## src/rtl/sca_feature_scheduler_pkg.sv

```systemverilog
// sca_pkg: shared Q3.7 constants, FSM state type and saturation helper
package sca_pkg;
  localparam int Q_W = 10;
  localparam int FRAC_BITS = 7;
  localparam int HD_W = 8;
  localparam logic [Q_W-1:0] Q_MAX = 10'd1023;
  typedef enum logic [2:0] {IDLE, ACCUM, PRESENT, SETTLE, REPORT} state_e;
  function automatic logic [Q_W-1:0] sat_q37(input logic [31:0] x);
    return x > 32'(Q_MAX) ? Q_MAX : x[Q_W-1:0];
  endfunction
endpackage

```

## src/rtl/sca_feature_scheduler_if.sv

```systemverilog
// sca_feature_scheduler_if: sample stream, detector features and verdict handshake
interface sca_feature_scheduler_if;
  import sca_pkg::*;
  logic s_valid;
  logic s_ready;
  logic [Q_W-1:0] s_sample;
  logic [HD_W-1:0] s_hd;
  logic [Q_W-1:0] det_energy;
  logic [Q_W-1:0] det_peak;
  logic [Q_W-1:0] det_mean;
  logic [HD_W-1:0] det_hd;
  logic det_attack;
  logic v_valid;
  logic v_ready;
  logic v_attack;
  logic [7:0] v_window_id;
  modport slave (
    input s_valid, s_sample, s_hd, det_attack, v_ready,
    output s_ready, det_energy, det_peak, det_mean, det_hd, v_valid, v_attack, v_window_id
  );
  modport master (
    output s_valid, s_sample, s_hd, det_attack, v_ready,
    input s_ready, det_energy, det_peak, det_mean, det_hd, v_valid, v_attack, v_window_id
  );
endinterface

```

## src/rtl/sca_feature_scheduler_accum.sv

```systemverilog
// sca_window_accum: per-window sum, square-sum, peak and sample count
module sca_window_accum import sca_pkg::*; #(
  parameter int LOG2_WIN = 3,
  localparam int SUM_W = Q_W + LOG2_WIN,
  localparam int SQ_W = 2 * Q_W + LOG2_WIN
) (
  input  logic             clk,
  input  logic             rst_n,
  input  logic             start_i,
  input  logic             accept_i,
  input  logic [Q_W-1:0]   sample_i,
  output logic [SUM_W-1:0] sum_o,
  output logic [SQ_W-1:0]  sq_o,
  output logic [Q_W-1:0]   max_o,
  output logic             last_o
);
  logic [SUM_W-1:0] sum_q;
  logic [SQ_W-1:0] sq_q;
  logic [Q_W-1:0] max_q;
  logic [LOG2_WIN:0] cnt_q;
  logic [2*Q_W-1:0] sq_s;
  assign sq_s = {{Q_W{1'b0}}, sample_i} * {{Q_W{1'b0}}, sample_i};
  // high when the next accepted sample completes the window
  assign last_o = cnt_q == (LOG2_WIN+1)'((1 << LOG2_WIN) - 1);
  assign sum_o = sum_q;
  assign sq_o = sq_q;
  assign max_o = max_q;
  always_ff @(posedge clk or negedge rst_n)
    if (!rst_n) begin
      sum_q <= '0;
      sq_q <= '0;
      max_q <= '0;
      cnt_q <= '0;
    end else if (start_i) begin
      sum_q <= SUM_W'(sample_i);
      sq_q <= SQ_W'(sq_s);
      max_q <= sample_i;
      cnt_q <= (LOG2_WIN+1)'(1);
    end else if (accept_i) begin
      sum_q <= sum_q + SUM_W'(sample_i);
      sq_q <= sq_q + SQ_W'(sq_s);
      max_q <= sample_i > max_q ? sample_i : max_q;
      cnt_q <= cnt_q + 1'b1;
    end
endmodule

```

## src/rtl/sca_feature_scheduler.sv

```systemverilog
// sca_feature_scheduler: windowed feature extraction and verdict sequencing for the attack detector
module sca_feature_scheduler import sca_pkg::*; #(
  parameter int LOG2_WIN = 3,
  parameter int SETTLE_CYC = 4,
  parameter int FRAC_BITS = sca_pkg::FRAC_BITS
) (
  input  logic                        clk,
  input  logic                        rst_n,
  sca_feature_scheduler_if.slave      bus,
  output logic [7:0]                  attack_cnt_o,
  output logic                        busy_o
);
  state_e state_q;
  logic s_ready_q, v_valid_q, v_attack_q;
  logic [HD_W-1:0] hd_q, det_hd_q;
  logic [Q_W-1:0] det_energy_q, det_peak_q, det_mean_q;
  logic [7:0] wid_q, v_wid_q, attack_cnt_q, settle_q;
  logic [Q_W+LOG2_WIN-1:0] sum_w;
  logic [2*Q_W+LOG2_WIN-1:0] sq_w;
  logic [Q_W-1:0] max_w;
  logic xfer, last_w;
  assign xfer = bus.s_valid & s_ready_q;
  sca_window_accum #(.LOG2_WIN(LOG2_WIN)) u_accum (
    .clk(clk), .rst_n(rst_n),
    .start_i(xfer && state_q == IDLE), .accept_i(xfer && state_q == ACCUM),
    .sample_i(bus.s_sample),
    .sum_o(sum_w), .sq_o(sq_w), .max_o(max_w), .last_o(last_w)
  );
  assign bus.s_ready = s_ready_q;
  assign bus.det_energy = det_energy_q;
  assign bus.det_peak = det_peak_q;
  assign bus.det_mean = det_mean_q;
  assign bus.det_hd = det_hd_q;
  assign bus.v_valid = v_valid_q;
  assign bus.v_attack = v_attack_q;
  assign bus.v_window_id = v_wid_q;
  assign attack_cnt_o = attack_cnt_q;
  assign busy_o = state_q != IDLE;
  // s_ready is registered so it stays low through reset and rises one clock after release
  always_ff @(posedge clk or negedge rst_n)
    if (!rst_n) begin
      state_q <= IDLE;
      s_ready_q <= 1'b0;
      v_valid_q <= 1'b0;
      v_attack_q <= 1'b0;
      hd_q <= '0;
      det_hd_q <= '0;
      det_energy_q <= '0;
      det_peak_q <= '0;
      det_mean_q <= '0;
      wid_q <= '0;
      v_wid_q <= '0;
      attack_cnt_q <= '0;
      settle_q <= '0;
    end else
      case (state_q)
        IDLE: begin
          s_ready_q <= 1'b1;
          if (xfer) begin
            hd_q <= bus.s_hd;
            state_q <= ACCUM;
          end
        end
        ACCUM:
          if (xfer && last_w) begin
            s_ready_q <= 1'b0;
            state_q <= PRESENT;
          end
        PRESENT: begin
          det_energy_q <= sat_q37(32'(sq_w >> FRAC_BITS));
          det_mean_q <= sum_w[LOG2_WIN +: Q_W];
          det_peak_q <= max_w;
          det_hd_q <= hd_q;
          settle_q <= '0;
          state_q <= SETTLE;
        end
        SETTLE:
          if (settle_q == 8'(SETTLE_CYC - 1)) begin
            v_attack_q <= bus.det_attack;
            v_wid_q <= wid_q;
            v_valid_q <= 1'b1;
            state_q <= REPORT;
          end else
            settle_q <= settle_q + 1'b1;
        REPORT:
          if (bus.v_ready) begin
            v_valid_q <= 1'b0;
            wid_q <= wid_q + 1'b1;
            if (v_attack_q && attack_cnt_q != 8'hff) attack_cnt_q <= attack_cnt_q + 1'b1;
            s_ready_q <= 1'b1;
            state_q <= IDLE;
          end
        default: state_q <= IDLE;
      endcase
endmodule

```

## src/flat_wrapper.sv

```systemverilog
// flat-port wrapper written by rule: the top's interface ports become plain ports
module sca_feature_scheduler_flat import sca_pkg::*;
#(
  parameter int LOG2_WIN = 3,
  parameter int SETTLE_CYC = 4,
  parameter int FRAC_BITS = sca_pkg::FRAC_BITS
)
  (clk, rst_n, attack_cnt_o, busy_o, bus_s_valid, bus_s_sample, bus_s_hd, bus_det_attack, bus_v_ready, bus_s_ready, bus_det_energy, bus_det_peak, bus_det_mean, bus_det_hd, bus_v_valid, bus_v_attack, bus_v_window_id);
  sca_feature_scheduler_if bus_i ();
  input  logic clk;
  input  logic rst_n;
  output logic [7:0] attack_cnt_o;
  output logic busy_o;
  input wire logic [$bits(bus_i.s_valid)-1:0] bus_s_valid;
  input wire logic [$bits(bus_i.s_sample)-1:0] bus_s_sample;
  input wire logic [$bits(bus_i.s_hd)-1:0] bus_s_hd;
  input wire logic [$bits(bus_i.det_attack)-1:0] bus_det_attack;
  input wire logic [$bits(bus_i.v_ready)-1:0] bus_v_ready;
  output wire logic [$bits(bus_i.s_ready)-1:0] bus_s_ready;
  output wire logic [$bits(bus_i.det_energy)-1:0] bus_det_energy;
  output wire logic [$bits(bus_i.det_peak)-1:0] bus_det_peak;
  output wire logic [$bits(bus_i.det_mean)-1:0] bus_det_mean;
  output wire logic [$bits(bus_i.det_hd)-1:0] bus_det_hd;
  output wire logic [$bits(bus_i.v_valid)-1:0] bus_v_valid;
  output wire logic [$bits(bus_i.v_attack)-1:0] bus_v_attack;
  output wire logic [$bits(bus_i.v_window_id)-1:0] bus_v_window_id;
  assign bus_i.s_valid = bus_s_valid;
  assign bus_i.s_sample = bus_s_sample;
  assign bus_i.s_hd = bus_s_hd;
  assign bus_i.det_attack = bus_det_attack;
  assign bus_i.v_ready = bus_v_ready;
  assign bus_s_ready = bus_i.s_ready;
  assign bus_det_energy = bus_i.det_energy;
  assign bus_det_peak = bus_i.det_peak;
  assign bus_det_mean = bus_i.det_mean;
  assign bus_det_hd = bus_i.det_hd;
  assign bus_v_valid = bus_i.v_valid;
  assign bus_v_attack = bus_i.v_attack;
  assign bus_v_window_id = bus_i.v_window_id;
  sca_feature_scheduler #(.LOG2_WIN(LOG2_WIN), .SETTLE_CYC(SETTLE_CYC), .FRAC_BITS(FRAC_BITS)) u_core (.clk(clk), .rst_n(rst_n), .bus(bus_i), .attack_cnt_o(attack_cnt_o), .busy_o(busy_o));
endmodule
```

## config.mk

```make
export PLATFORM = sky130hd
export DESIGN_NAME = sca_feature_scheduler_flat
export DESIGN_NICKNAME = d
export VERILOG_FILES = /design/src/rtl/sca_feature_scheduler_pkg.sv /design/src/rtl/sca_feature_scheduler_if.sv /design/src/rtl/sca_feature_scheduler_accum.sv /design/src/rtl/sca_feature_scheduler.sv /design/src/flat_wrapper.sv
export SDC_FILE = /design/constraint.sdc
export NUM_CORES = 1
export LEC_CHECK = 0
export CAP_MARGIN = 0
export CELL_PAD_IN_SITES_DETAIL_PLACEMENT = 0
export CELL_PAD_IN_SITES_GLOBAL_PLACEMENT = 2
export CORE_MARGIN = 3
export CORE_UTILIZATION = 38
export CTS_CLUSTER_SIZE = 12
export DETAILED_ROUTE_END_ITERATION = 12
export GPL_TIMING_DRIVEN = 0
export PLACE_DENSITY = 0.86
export SLEW_MARGIN = 10
export SYNTH_ARGS = -nofsm -noshare
export SYNTH_HDL_FRONTEND = slang
export SYNTH_SLANG_ARGS = --single-unit
export TNS_END_PERCENT = 5
```

## constraint.sdc

```tcl
create_clock -name clk -period 3.55 [get_ports clk]
set_clock_uncertainty 0.1 [all_clocks]
set_input_delay 0.355 -clock clk [delete_from_list [all_inputs] [get_ports clk]]
set_output_delay 0.355 -clock clk [all_outputs]
set_load 0.005 [all_outputs]
```

# Word level (Yosys, flattened, before mapping)
# Cells that the tools add are included.
# totals
out_inout_bits,58
reg_bits,134
word_cells,82
input_bits,23
# op_classes
n_reduce_logical,20
order_cmp,2
n_mux,23
bitwise,1
n_mul,1
n_eq_ne,12
n_addsub,6
# op_table
op,n
23-bit 2-to-1 mux,2
10-bit 2-to-1 mux,4
13-bit 2-to-1 mux,2
8-bit by 1-bit adder with 8-bit output (second input constant),3
23-bit by 20-bit adder with 23-bit output,1
10-bit by 10-bit multiplier with 20-bit output,1
16-bit by 10-bit > comparator with 1-bit output (second input constant),1
8-bit case mux with 2 select lines,1
3-bit case mux with 5 select lines,1
13-bit by 10-bit adder with 13-bit output,1
3-bit 2-to-1 mux,4
10-bit > comparator,1
2-bit AND reduction,5
3-bit AND reduction,3
8-bit by 2-bit == test with 1-bit output (second input constant),1
4-bit 2-to-1 mux,2
8-bit 2-to-1 mux,1
8-bit != test (second input constant),1
2-bit nonzero test,4
3-bit by 2-bit == test with 1-bit output (second input constant),2
2-bit != test (second input constant),3
3-bit nonzero test,2
4-bit by 1-bit adder with 4-bit output (second input constant),1
4-bit by 3-bit == test with 1-bit output (second input constant),1
10 further kinds,17

# Logic depth before layout (Yosys ltp)
# Gate-level depths: netlist of the first run.
# logic_depth
word_depth,4
ltp_mapped,28
depth_no_buf,26

# Hierarchy
# Synthesis of the first run repeated with hierarchy kept, for this count alone.
# hier_totals
cells_unflattened,1028
area_unflattened_um2,10238.6
# modules_own_cells
module,area_per_inst_um2,seq_area_each_um2,instances,cells_per_inst
sca_window_accum,6653.9,1251.2,1,739
sca_feature_scheduler,3584.7,2102.0,1,289

# Least setup slack after synthesis of the first run
# Ideal clock, no wire load.
# synth_path
kind,input to register
from,input bus_s_sample[0]
to,"register u_core.u_accum.sq_q[17], in the netlist u_core.u_accum.sq_o[17]"
slack_ns,-2.849
cell_stages,23
t_arrival_ns,6.174
required_time_ns,3.325
setup_time_ns,0.125
path_buffers,1
path_cell_list,clkbuf_1 -> nand2_1 -> fa_1 -> fa_1 -> inv_1 -> fa_1 -> fa_1 -> inv_1 -> fa_1 -> inv_1 -> ha_1 -> o211ai_1 -> a21o_1 -> a31o_2 -> o21ai_0 -> xor2_1 -> ha_1 -> a21oi_1 -> o21ai_0 -> or4_1 -> o31a_1 -> a41oi_1 -> a21oi_1
# synth_via
elab_chain_cells,4
# synth_rtl
element,line_no,text
start: declaration,flat_wrapper.sv:15,input wire logic [$bits(bus_i.s_sample)-1:0] bus_s_sample;
10-bit by 10-bit multiplier with 20-bit output *,sca_feature_scheduler_accum.sv:22,"assign sq_s = {{Q_W{1'b0}}, sample_i} * {{Q_W{1'b0}}, sample_i};"
23-bit by 20-bit adder with 23-bit output,sca_feature_scheduler_accum.sv:41,sq_q <= sq_q + SQ_W'(sq_s);
23-bit 2-to-1 mux,sca_feature_scheduler_accum.sv:39,end else if (accept_i) begin
23-bit 2-to-1 mux *,sca_feature_scheduler_accum.sv:34,end else if (start_i) begin
end signal: assignment,sca_feature_scheduler_accum.sv:36,sq_q <= SQ_W'(sq_s);
end signal: assignment,sca_feature_scheduler_accum.sv:41,
end: declaration,sca_feature_scheduler_accum.sv:18,logic [SQ_W-1:0] sq_q;
# Every way passes the cells marked *; elsewhere a longest branch is shown, timed or not. The select of a mux whose other input is x is not followed.
# A chain may end at the register's enable or synchronous reset.

# Worst setup path in the final report of the first run
# layout_path
from,input bus_s_sample[3]
to,"register u_core.u_accum.sq_q[19], in the netlist u_core.u_accum.sq_o[19]"
# Same word-level chain as after synthesis.

==> summary.txt, run 1 <==
CTS
  • Sink Count: 134
  • CTS root buf: clkbuf_16
  • Htree depth: 4
  • CTS tree: yes
  • Reg clk slew, reported paths: 0.06 ns
  • CTS Buf Count: 17
  • Clk buf depth: 2
  • Worst skew pair latency: 0.43 ns

GRT
  • Global-route wire length before repair: 45.5 mm
  • Remaining global-route overflow: 0
  • GRT Total Usage: 19.9%
  • Vias in the first global route: 8457
  • Pin count of the biggest net entering global routing: 70
  • Initial antenna violation count: 0

Yosys
  • Top_reg_cell synth: dfrtp_1
  • Largest area contributor in the netlist: dfrtp_1
  • Cell count after synthesis: 1077
  • #FFs+latches synth: 134
  • Post-Syn Nets: 1245
  • Synth top area cells: dfrtp_1 (33%), ha_1 (12%), fa_1 (9.5%), mux2_2 (5.2%), nand2_1 (4.8%)
  • Post-synth EDFFs: 0
  • Sequential element share of the synthesized area: 33.2%
  • Synth cell types: 63
  • Synth top area share: 33.2%
  • Mapped Avg Cell Area: 9.37 µm²
  • Synth warn: 0
  • Cell area after synthesis: 10100 µm²
  • FFs w/ async S/R, synth: 100%

Cells and area
  • Commonest non-fill, non-tap cell in the layout: dfrtp_1
  • Most frequent cells in the layout: dfrtp_1 (134), nand2_1 (121), inv_1 (87), nor2_1 (78), ha_1 (75)
  • Final net count: 1391
  • Synth-to-Final Area Change: 31.7%
  • Fraction of layout cells with a size suffix above 1: 21.6%
  • Inserted Diodes: 0
  • Fillers: 2456
  • Non-filler instance count after layout: 1571

Floorplan
  • Site row count: 59
  • I/O Pins: 81
  • DIE AREA: 28500 µm²
  • Die H: 169 µm
  • Core area: 26100 µm²
  • Die extent in x: 169 µm
  • Initial Util: 38.7%

Timing
  • Final Hold Fails: 0
  • Hold Slack: 0.277 ns
  • Max_slew headroom: 41.0%
  • Final setup vio count: 17
  • Max frequency: 172 MHz
  • RSZ-0062 raised after global routing: yes
  • Pin slew with the least headroom to its limit: 0.885 ns
  • PnR worst setup slack: -2.27 ns
  • Minimum clock period: 5.82 ns
  • Max-slew violations: 0
  • Tcrit/Tclk final: 164%

Critical path
  • CP endpoint: u_core.u_accum.sq_o[19]
  • Critical Path Slowest Stage Cell: fa_1
  • R2r worst-path depth: 7
  • R2R setup slack: 0.71 ns
  • Worst setup startpoint: bus_s_sample[3]
  • Worst setup EP type: flop
  • Slowest stage delay, CP: 0.54 ns
  • Worst Setup Start Kind: input pin
  • Critical Path RT: 3.76 ns
  • Worst Path Max Fanout: 6
  • Critical Path AT: 6.04 ns
  • CP most frequent cell: fa_1
  • CP Class: input pin to flop
  • R2R Path Start: u_core.state_q[1]
  • Worst flop-to-flop path endpoint: u_core.u_accum.sum_o[9]

Placed design
  • Placed insts: 1493
  • Pre-CTS setup slack: -3.99 ns
  • RePlAce Congestion: 0.833
  • PortBufs: 80
  • Post-DP HPWL: 19.9 mm

Detailed routing
  • DRT antenna net count: 0
  • Wirelength, routed: 27.2 mm
  • DR pass1 iterations: 4
  • Vias/cell: 5.18
  • DR WL met3: 970 µm
  • Number of remaining DRC errors: 0
  • First-iteration detailed-routing DRC count: 345
  • Met1 Wirelength: 13.1 mm
  • Via count: 8135
  • Met2 wire len: 12.7 mm
  • DR top layer: met4
  • WL/cell: 17.3 µm

Outcome
  • Failing checks: negative setup slack
  • Status: finished, violations left

Worst hold path
  • Hold Crit Class: input pin to flop
  • Hold path start: bus_s_sample[0]

Run
  • Max-cap violations: 0
[worst min-delay path by stage]
stage                                    to  slack, ns  cells past startpoint
finish               u_core.u_accum.sq_o[2]       0.28                      4
detailed placement   u_core.u_accum.sq_o[8]       0.26                      1
global placement             u_core.hd_q[3]       0.35                      2
floorplan            u_core.attack_cnt_o[0]      -0.04                      0
global route        u_core.u_accum.sum_o[0]       0.31                      4
CTS                 u_core.u_accum.sum_o[8]       0.24                      4
[area by class of cell]
cell class                      instances  area (µm²)  area share (%)
Multi-Input combinational cell        805        6980            52.5
Sequential cell                       134        3350            25.2
Timing Repair Buffer                  131        1240            9.34
Clock buffer                           17         425            3.20
Tap cell                              335         419            3.15
Inverter                               97         374            2.82
Buffer                                 37         278            2.09
Clock inverter                         15         216            1.63
[Yosys cell counts (4+ instances only)]
cell,number
a21oi_1,69
or3_1,7
and3_1,8
nor2_1,83
a211oi_1,4
and4_1,4
nand2_1,129
nor2b_1,11
o21a_1,5
nand2b_1,10
mux2_2,47
a31oi_1,6
o21ai_0,57
o31ai_1,6
fa_1,48
xor2_1,19
xnor2_1,36
mux2i_1,14
nand3_1,21
o211ai_1,10
inv_1,97
nor3_1,8
o21bai_1,4
a21o_1,17
ha_1,97
dfrtp_1,134
and2_1,23
nand4_1,14
clkbuf_1,35
[through the flow]
| step | instance area [µm²] | TNS, ns | utilization [%] |
|---|---|---|---|
| global placement | 11600 | -569.57 | 44.4 |
| floorplan | 10400 | -31.40 | - |
| finish | 13300 | -30.37 | 51.0 |
| global route | 13300 | -34.25 | 51.0 |
| detailed placement | 11600 | -60.07 | 44.5 |
| CTS | 13100 | -30.31 | 50.4 |
[flip-flops by register name (all words and copies together), names as in the netlist, 3 cells and up]
name                    cells
u_core.u_accum.sq_o        23
u_core.u_accum.max_o       10
u_core.bus.det_energy      10
u_core.settle_q             8
u_core.bus.v_window_id      8
u_core.wid_q                8
u_core.u_accum.cnt_q        4
u_core.u_accum.sum_o       13
u_core.state_q              3
u_core.bus.det_mean        10
u_core.bus.det_hd           8
u_core.hd_q                 8
u_core.attack_cnt_o         8
u_core.bus.det_peak        10
[timing repair]
action | 4_1_cts | 5_1_grt
gates cloned | 0 | 0
buffers inserted | 45 | 4
pin swaps | 58 | 35
hold buffers | 1 | 0
hold endpoints to repair | 65 | 0
endpoints found under the setup margin | 19 | 18
resized for setup | 167 | 27
[critical path: cells and delay by family]
kind,cells,cell delay (ns)
muxes,1,0.14
buffers and inverters,6,0.54
xor gates and xnor gates,1,0.31
AOI/OAI and AO/OA,8,1.34
adders and majority gates,7,3.07
and+or+nand+nor,3,0.24
[routing by layer]
metal / vias up / track usage (%)
met5: - / 0
met4: 0 / 5.23
met3: 30 / 3.83
met2: 125 / 32.4
met1: 3993 / 27.3
li1: 3987 / -
[kinds of logic after synthesis]
group | after synthesis | synth area share, %
AO/OA/AOI/OAI | 216 | 13.7
XOR/XNOR | 55 | 4.77
adder cells (fa/ha/maj) | 145 | 21.6
buffers and inverters | 138 | 5.17
flip-flops | 134 | 33.2
multiplexers | 61 | 6.64
AND/OR/NAND/NOR | 328 | 14.9
Power of run 1 is not shown: default switching activity piles up to over one toggle a cycle in this logic, so the estimate is an artifact.
==> inputs of run 2 (changes only) <==
--- a/config.mk
+++ b/config.mk
@@ -5,9 +5,10 @@
 export SDC_FILE = /design/constraint.sdc
 export NUM_CORES = 1
 export LEC_CHECK = 0
-export CAP_MARGIN = 0
+export CAP_MARGIN = 25
 export CELL_PAD_IN_SITES_DETAIL_PLACEMENT = 0
 export CELL_PAD_IN_SITES_GLOBAL_PLACEMENT = 2
+export CORE_ASPECT_RATIO = 0.5
 export CORE_MARGIN = 3
 export CORE_UTILIZATION = 38
 export CTS_CLUSTER_SIZE = 12
==> summary.txt, run 2 (synthesized netlist as in run 1, its figures left out) <==
Placed design
  • Post-DP HPWL: 20.0 mm
  • PortBufs: 80
  • Placed insts: 1502
  • RePlAce Congestion: 0.861
  • Pre-CTS setup slack: -4.00 ns

Floorplan
  • DIE AREA: 28700 µm²
  • Initial Util: 39.3%
  • Die H: 121 µm
  • Core area: 25600 µm²
  • Site row count: 41
  • I/O Pins: 81
  • Die extent in x: 236 µm

GRT
  • Gr busiest metal: met2
  • Vias in the first global route: 8443
  • Pin count of the biggest net entering global routing: 94
  • Global-route wire length before repair: 46.0 mm
  • Grt met2 use: 32.1%
  • Global Route met1 Usage: 28.7%
  • Initial antenna violation count: 0
  • Remaining global-route overflow: 0
  • GRT Total Usage: 20.5%
  • M3 GR Usage: 4.72%

CTS
  • Htree depth: 4
  • CTS Buf Count: 17
  • Reg clk slew, reported paths: 0.06 ns
  • Sink Count: 134
  • CTS tree: yes
  • Clk buf depth: 2
  • Worst skew pair latency: 0.44 ns
  • CTS root buf: clkbuf_16

Outcome
  • Failing checks: negative setup slack
  • Status: finished, violations left

Detailed routing
  • Via count: 8215
  • DRT antenna net count: 0
  • DR pass1 iterations: 5
  • WL/cell: 18.0 µm
  • First-iteration detailed-routing DRC count: 483
  • Number of remaining DRC errors: 0
  • Wirelength, routed: 28.1 mm
  • Vias/cell: 5.24

Cells and area
  • Commonest non-fill, non-tap cell in the layout: dfrtp_1
  • Synth-to-Final Area Change: 29.6%
  • Final net count: 1379
  • Most frequent cells in the layout: dfrtp_1 (134), nand2_1 (120), inv_1 (89), nor2_1 (78), ha_1 (76)
  • Number of flip-flops in the largest register: 23
  • Fillers: 2391
  • Inserted Diodes: 0
  • Non-filler instance count after layout: 1567
  • Fraction of layout cells with a size suffix above 1: 20.4%

Worst hold path
  • Hold Crit Class: input pin to flop

Timing
  • Tcrit/Tclk final: 166%
  • Max-slew violations: 0
  • Final Hold Fails: 0
  • Max_slew headroom: 32.2%
  • PnR worst setup slack: -2.35 ns
  • Final setup vio count: 18
  • Minimum clock period: 5.90 ns
  • Max frequency: 169 MHz
  • RSZ-0062 raised after global routing: yes
  • Setup TNS: -32.20 ns
  • Pin slew with the least headroom to its limit: 1.02 ns

Critical path
  • Worst Setup Start Kind: input pin
  • Worst Path Max Fanout: 7
  • Worst setup EP type: flop
  • Critical Path AT: 6.12 ns
  • CP Class: input pin to flop
  • Critical Path RT: 3.77 ns

Run
  • Max-cap violations: 0
==> run 2: cell count changes in the layout (fill, tap and decap cells not counted), sizes merged <==
| cell | before | now |
|---|---|---|
| clkinvlp | 3 | 4 |
| clkdlybuf4s15 | 0 | 1 |
| bufinv | 4 | 1 |
| clkinv | 4 | 6 |
| clkbuf | 47 | 53 |
| buf | 68 | 51 |
| inv | 101 | 98 |
==> run 2: worst max-delay path, cell delays in order <==
cell and delay, ns:
clkdlybuf4s15_2 0.22, clkbuf_8 0.18, nand2_2 0.07, fa_1 0.47, fa_1 0.49, inv_1 0.05, fa_1 0.48, fa_1 0.50
inv_1 0.05, fa_1 0.51, inv_2 0.05, ha_4 0.28, o211ai_1 0.08, a21o_1 0.23, a31o_4 0.28, o21ai_2 0.16
xor2_2 0.29, ha_4 0.27, a21oi_4 0.16, o21ai_1 0.10, a21oi_2 0.16, o21ai_1 0.10, o221ai_2 0.17, mux2i_1 0.10
o32a_1 0.28
==> run 2: final cells by class <==
type	count	area, µm²	area share (%)
clock buffer	19	443	3.39
buffer	39	300	2.30
timing repair buffer	117	1120	8.58
inverter	97	368	2.81
multi-input combinational	805	6950	53.2
tap	344	430	3.29
clock inverter	12	104	0.795
sequential	134	3350	25.7
==> run 2: worst paths after layout <==
check	start	to	slack, ns	cells after the start
setup reg to reg	u_core.state_q[1]	u_core.u_accum.sum_o[3]	0.56	7
setup / recovery	bus_s_sample[7]	u_core.u_accum.sq_o[19]	-2.35	25
hold reg to reg	u_core.hd_q[0]	u_core.hd_q[0]	0.38	2
min in group asynchronous	rst_n	u_core.u_accum.sq_o[3]	0.31	2
max in group asynchronous	rst_n	u_core.settle_q[1]	2.24	3
hold / removal	bus_s_sample[1]	u_core.u_accum.max_o[1]	0.25	3
==> run 2: per-stage QoR <==
stage	hold slack [ns]	cell area [µm²]	utilization, %
3_3_place_gp	0.353	11600	45.2
2_1_floorplan	-0.0406	10400	-
6_report	0.254	13100	51.0
5_1_grt	0.256	13100	51.0
3_5_place_dp	0.175	11600	45.3
4_1_cts	0.233	13000	50.5
==> run 2: repair_timing <==
action | CTS | global route
hold buffers | 1 | 0
endpoints found under the hold margin | 41 | 0
setup buffers | 34 | 1
endpoints found under the setup margin | 19 | 18
gates resized for setup | 153 | 20
pin swaps | 57 | 9
==> run 2: routing by layer <==
metal / share of wire (%) / vias to the layer above / wire, µm
li1: - / 3937 / -
met3: 5.0 / 28 / 1400
met2: 44 / 158 / 12500
met4: 1.6 / 0 / 452
met1: 49 / 4092 / 13800
met5: 0 / - / 0
Power of run 2 is left out for the same reason.
==> inputs of run 3 (changes only) <==
--- a/config.mk
+++ b/config.mk
@@ -15,6 +15,7 @@
 export DETAILED_ROUTE_END_ITERATION = 12
 export GPL_TIMING_DRIVEN = 0
 export PLACE_DENSITY = 0.86
+export RECOVER_POWER = 50
 export SLEW_MARGIN = 10
 export SYNTH_ARGS = -nofsm -noshare
 export SYNTH_HDL_FRONTEND = slang
==> summary.txt, run 3 (synthesized netlist as in run 1, its figures left out) <==
Outcome
  • Status: finished, violations left
  • Failing checks: max-capacitance violations, max-slew violations, negative setup slack

CTS
  • Sink Count: 134
  • CTS tree: yes
  • Clk buf depth: 2
  • Reg clk slew, reported paths: 0.06 ns
  • Htree depth: 4
  • CTS Buf Count: 17
  • CTS root buf: clkbuf_16
  • Worst skew pair latency: 0.44 ns

Detailed routing
  • Via count: 8200
  • WL/cell: 17.9 µm
  • DRT antenna net count: 0
  • Wirelength, routed: 28.1 mm
  • DR pass1 iterations: 5
  • Vias/cell: 5.23
  • Number of remaining DRC errors: 0
  • First-iteration detailed-routing DRC count: 444

Timing
  • Max frequency: 169 MHz
  • Tcrit/Tclk final: 166%
  • Final setup vio count: 18
  • Setup TNS: -32.23 ns
  • RSZ-0062 raised after global routing: yes
  • PnR worst setup slack: -2.36 ns
  • Max-slew violations: 43
  • Minimum clock period: 5.91 ns
  • Final Hold Fails: 0
  • Pin slew with the least headroom to its limit: 2.54 ns
  • Max_slew headroom: -69.2%

Cells and area
  • Fin area: 13000 µm²
  • Number of flip-flops in the largest register: 23
  • Synth-to-Final Area Change: 29.3%
  • Fraction of layout cells with a size suffix above 1: 20.3%
  • Fillers: 2396
  • Inserted Diodes: 0
  • Fin util: 50.8%
  • Final net count: 1379
  • Non-filler instance count after layout: 1567
  • Commonest non-fill, non-tap cell in the layout: dfrtp_1
  • Most frequent cells in the layout: dfrtp_1 (134), nand2_1 (120), inv_1 (89), nor2_1 (78), ha_1 (76)

GRT
  • Remaining global-route overflow: 0
  • Initial antenna violation count: 0
  • GRT Total Usage: 20.5%
  • Pin count of the biggest net entering global routing: 94
  • Global-route wire length before repair: 46.0 mm
  • Vias in the first global route: 8443

Critical path
  • Worst path bufs/invs: 5
  • Slowest stage delay, CP: 0.51 ns
  • Worst Path Max Fanout: 7
  • Critical Path RT: 3.77 ns
  • Worst Setup Start Kind: input pin
  • Worst setup EP type: flop
  • Critical Path AT: 6.12 ns
  • CP delay by family, top: adder cells
  • CP Class: input pin to flop
  • CP most frequent cell: fa_1
  • Critical Path Slowest Stage Cell: fa_1

Floorplan
  • Initial Util: 39.3%
  • Die extent in x: 236 µm
  • I/O Pins: 81
  • Core area: 25600 µm²
  • Site row count: 41
  • Die H: 121 µm
  • DIE AREA: 28700 µm²

Placed design
  • PortBufs: 80
  • Post-DP Area: 11600 µm²
  • Post-DP HPWL: 20.0 mm
  • Placed insts: 1502
  • RePlAce Congestion: 0.861

Worst hold path
  • Hold Crit Class: input pin to flop

Run
  • Max-cap violations: 1
run 3: per-layer routing:
metal  vias to the layer above  wire [µm]  GRT usage [%]
li1                       3941          -              -
met2                       146      12500           32.1
met3                        32       1230           4.72
met4                         0        476           5.54
met1                      4081      13900           28.7
met5                         -          0              0
run 3: worst paths after layout:
| kind | startpoint | end | slack (ns) | cells past startpoint |
|---|---|---|---|---|
| max | bus_s_sample[7] | u_core.u_accum.sq_o[19] | -2.36 | 25 |
| min in group asynchronous | rst_n | u_core.u_accum.sq_o[3] | 1.16 | 2 |
| min reg2reg | u_core.hd_q[0] | u_core.hd_q[0] | 0.38 | 2 |
| min | bus_s_sample[2] | u_core.u_accum.max_o[2] | 0.26 | 3 |
| max reg2reg | u_core.state_q[1] | u_core.u_accum.sum_o[3] | 0.56 | 7 |
| max in group asynchronous | rst_n | u_core.settle_q[1] | 0.31 | 3 |
run 3: area by class of cell:
type	count	area, µm²	share of cell area (%)
multi-input combinational	805	6950	53.3
sequential	134	3350	25.7
timing repair buffer	117	1090	8.38
clock buffer	19	443	3.40
tap	344	430	3.30
inverter	97	368	2.82
buffer	39	300	2.30
clock inverter	12	104	0.796
run 3: what timing repair did:
action | in CTS | in global routing
hold buffers | 1 | 0
endpoints found under the hold margin | 41 | 0
resized for setup | 153 | 20
buffers inserted | 34 | 1
pin swaps | 57 | 9
gates cloned | 0 | 0
setup endpoints to repair | 19 | 18
run 3: per-stage QoR:
step,setup slack [ns],hold WS [ns]
final,-2.36,0.256
after global routing,-2.59,0.256
after CTS,-2.31,0.233
after detailed placement,-4.00,0.175
after global placement,-3.94,0.353
after floorplan,-2.29,-0.0406
run 3: worst min-delay path, cell delays in order:
cell and delay, ns:
buf_6 0.12, clkbuf_16 0.15, mux2_2 0.13
Power of run 3 is left out for the same reason.
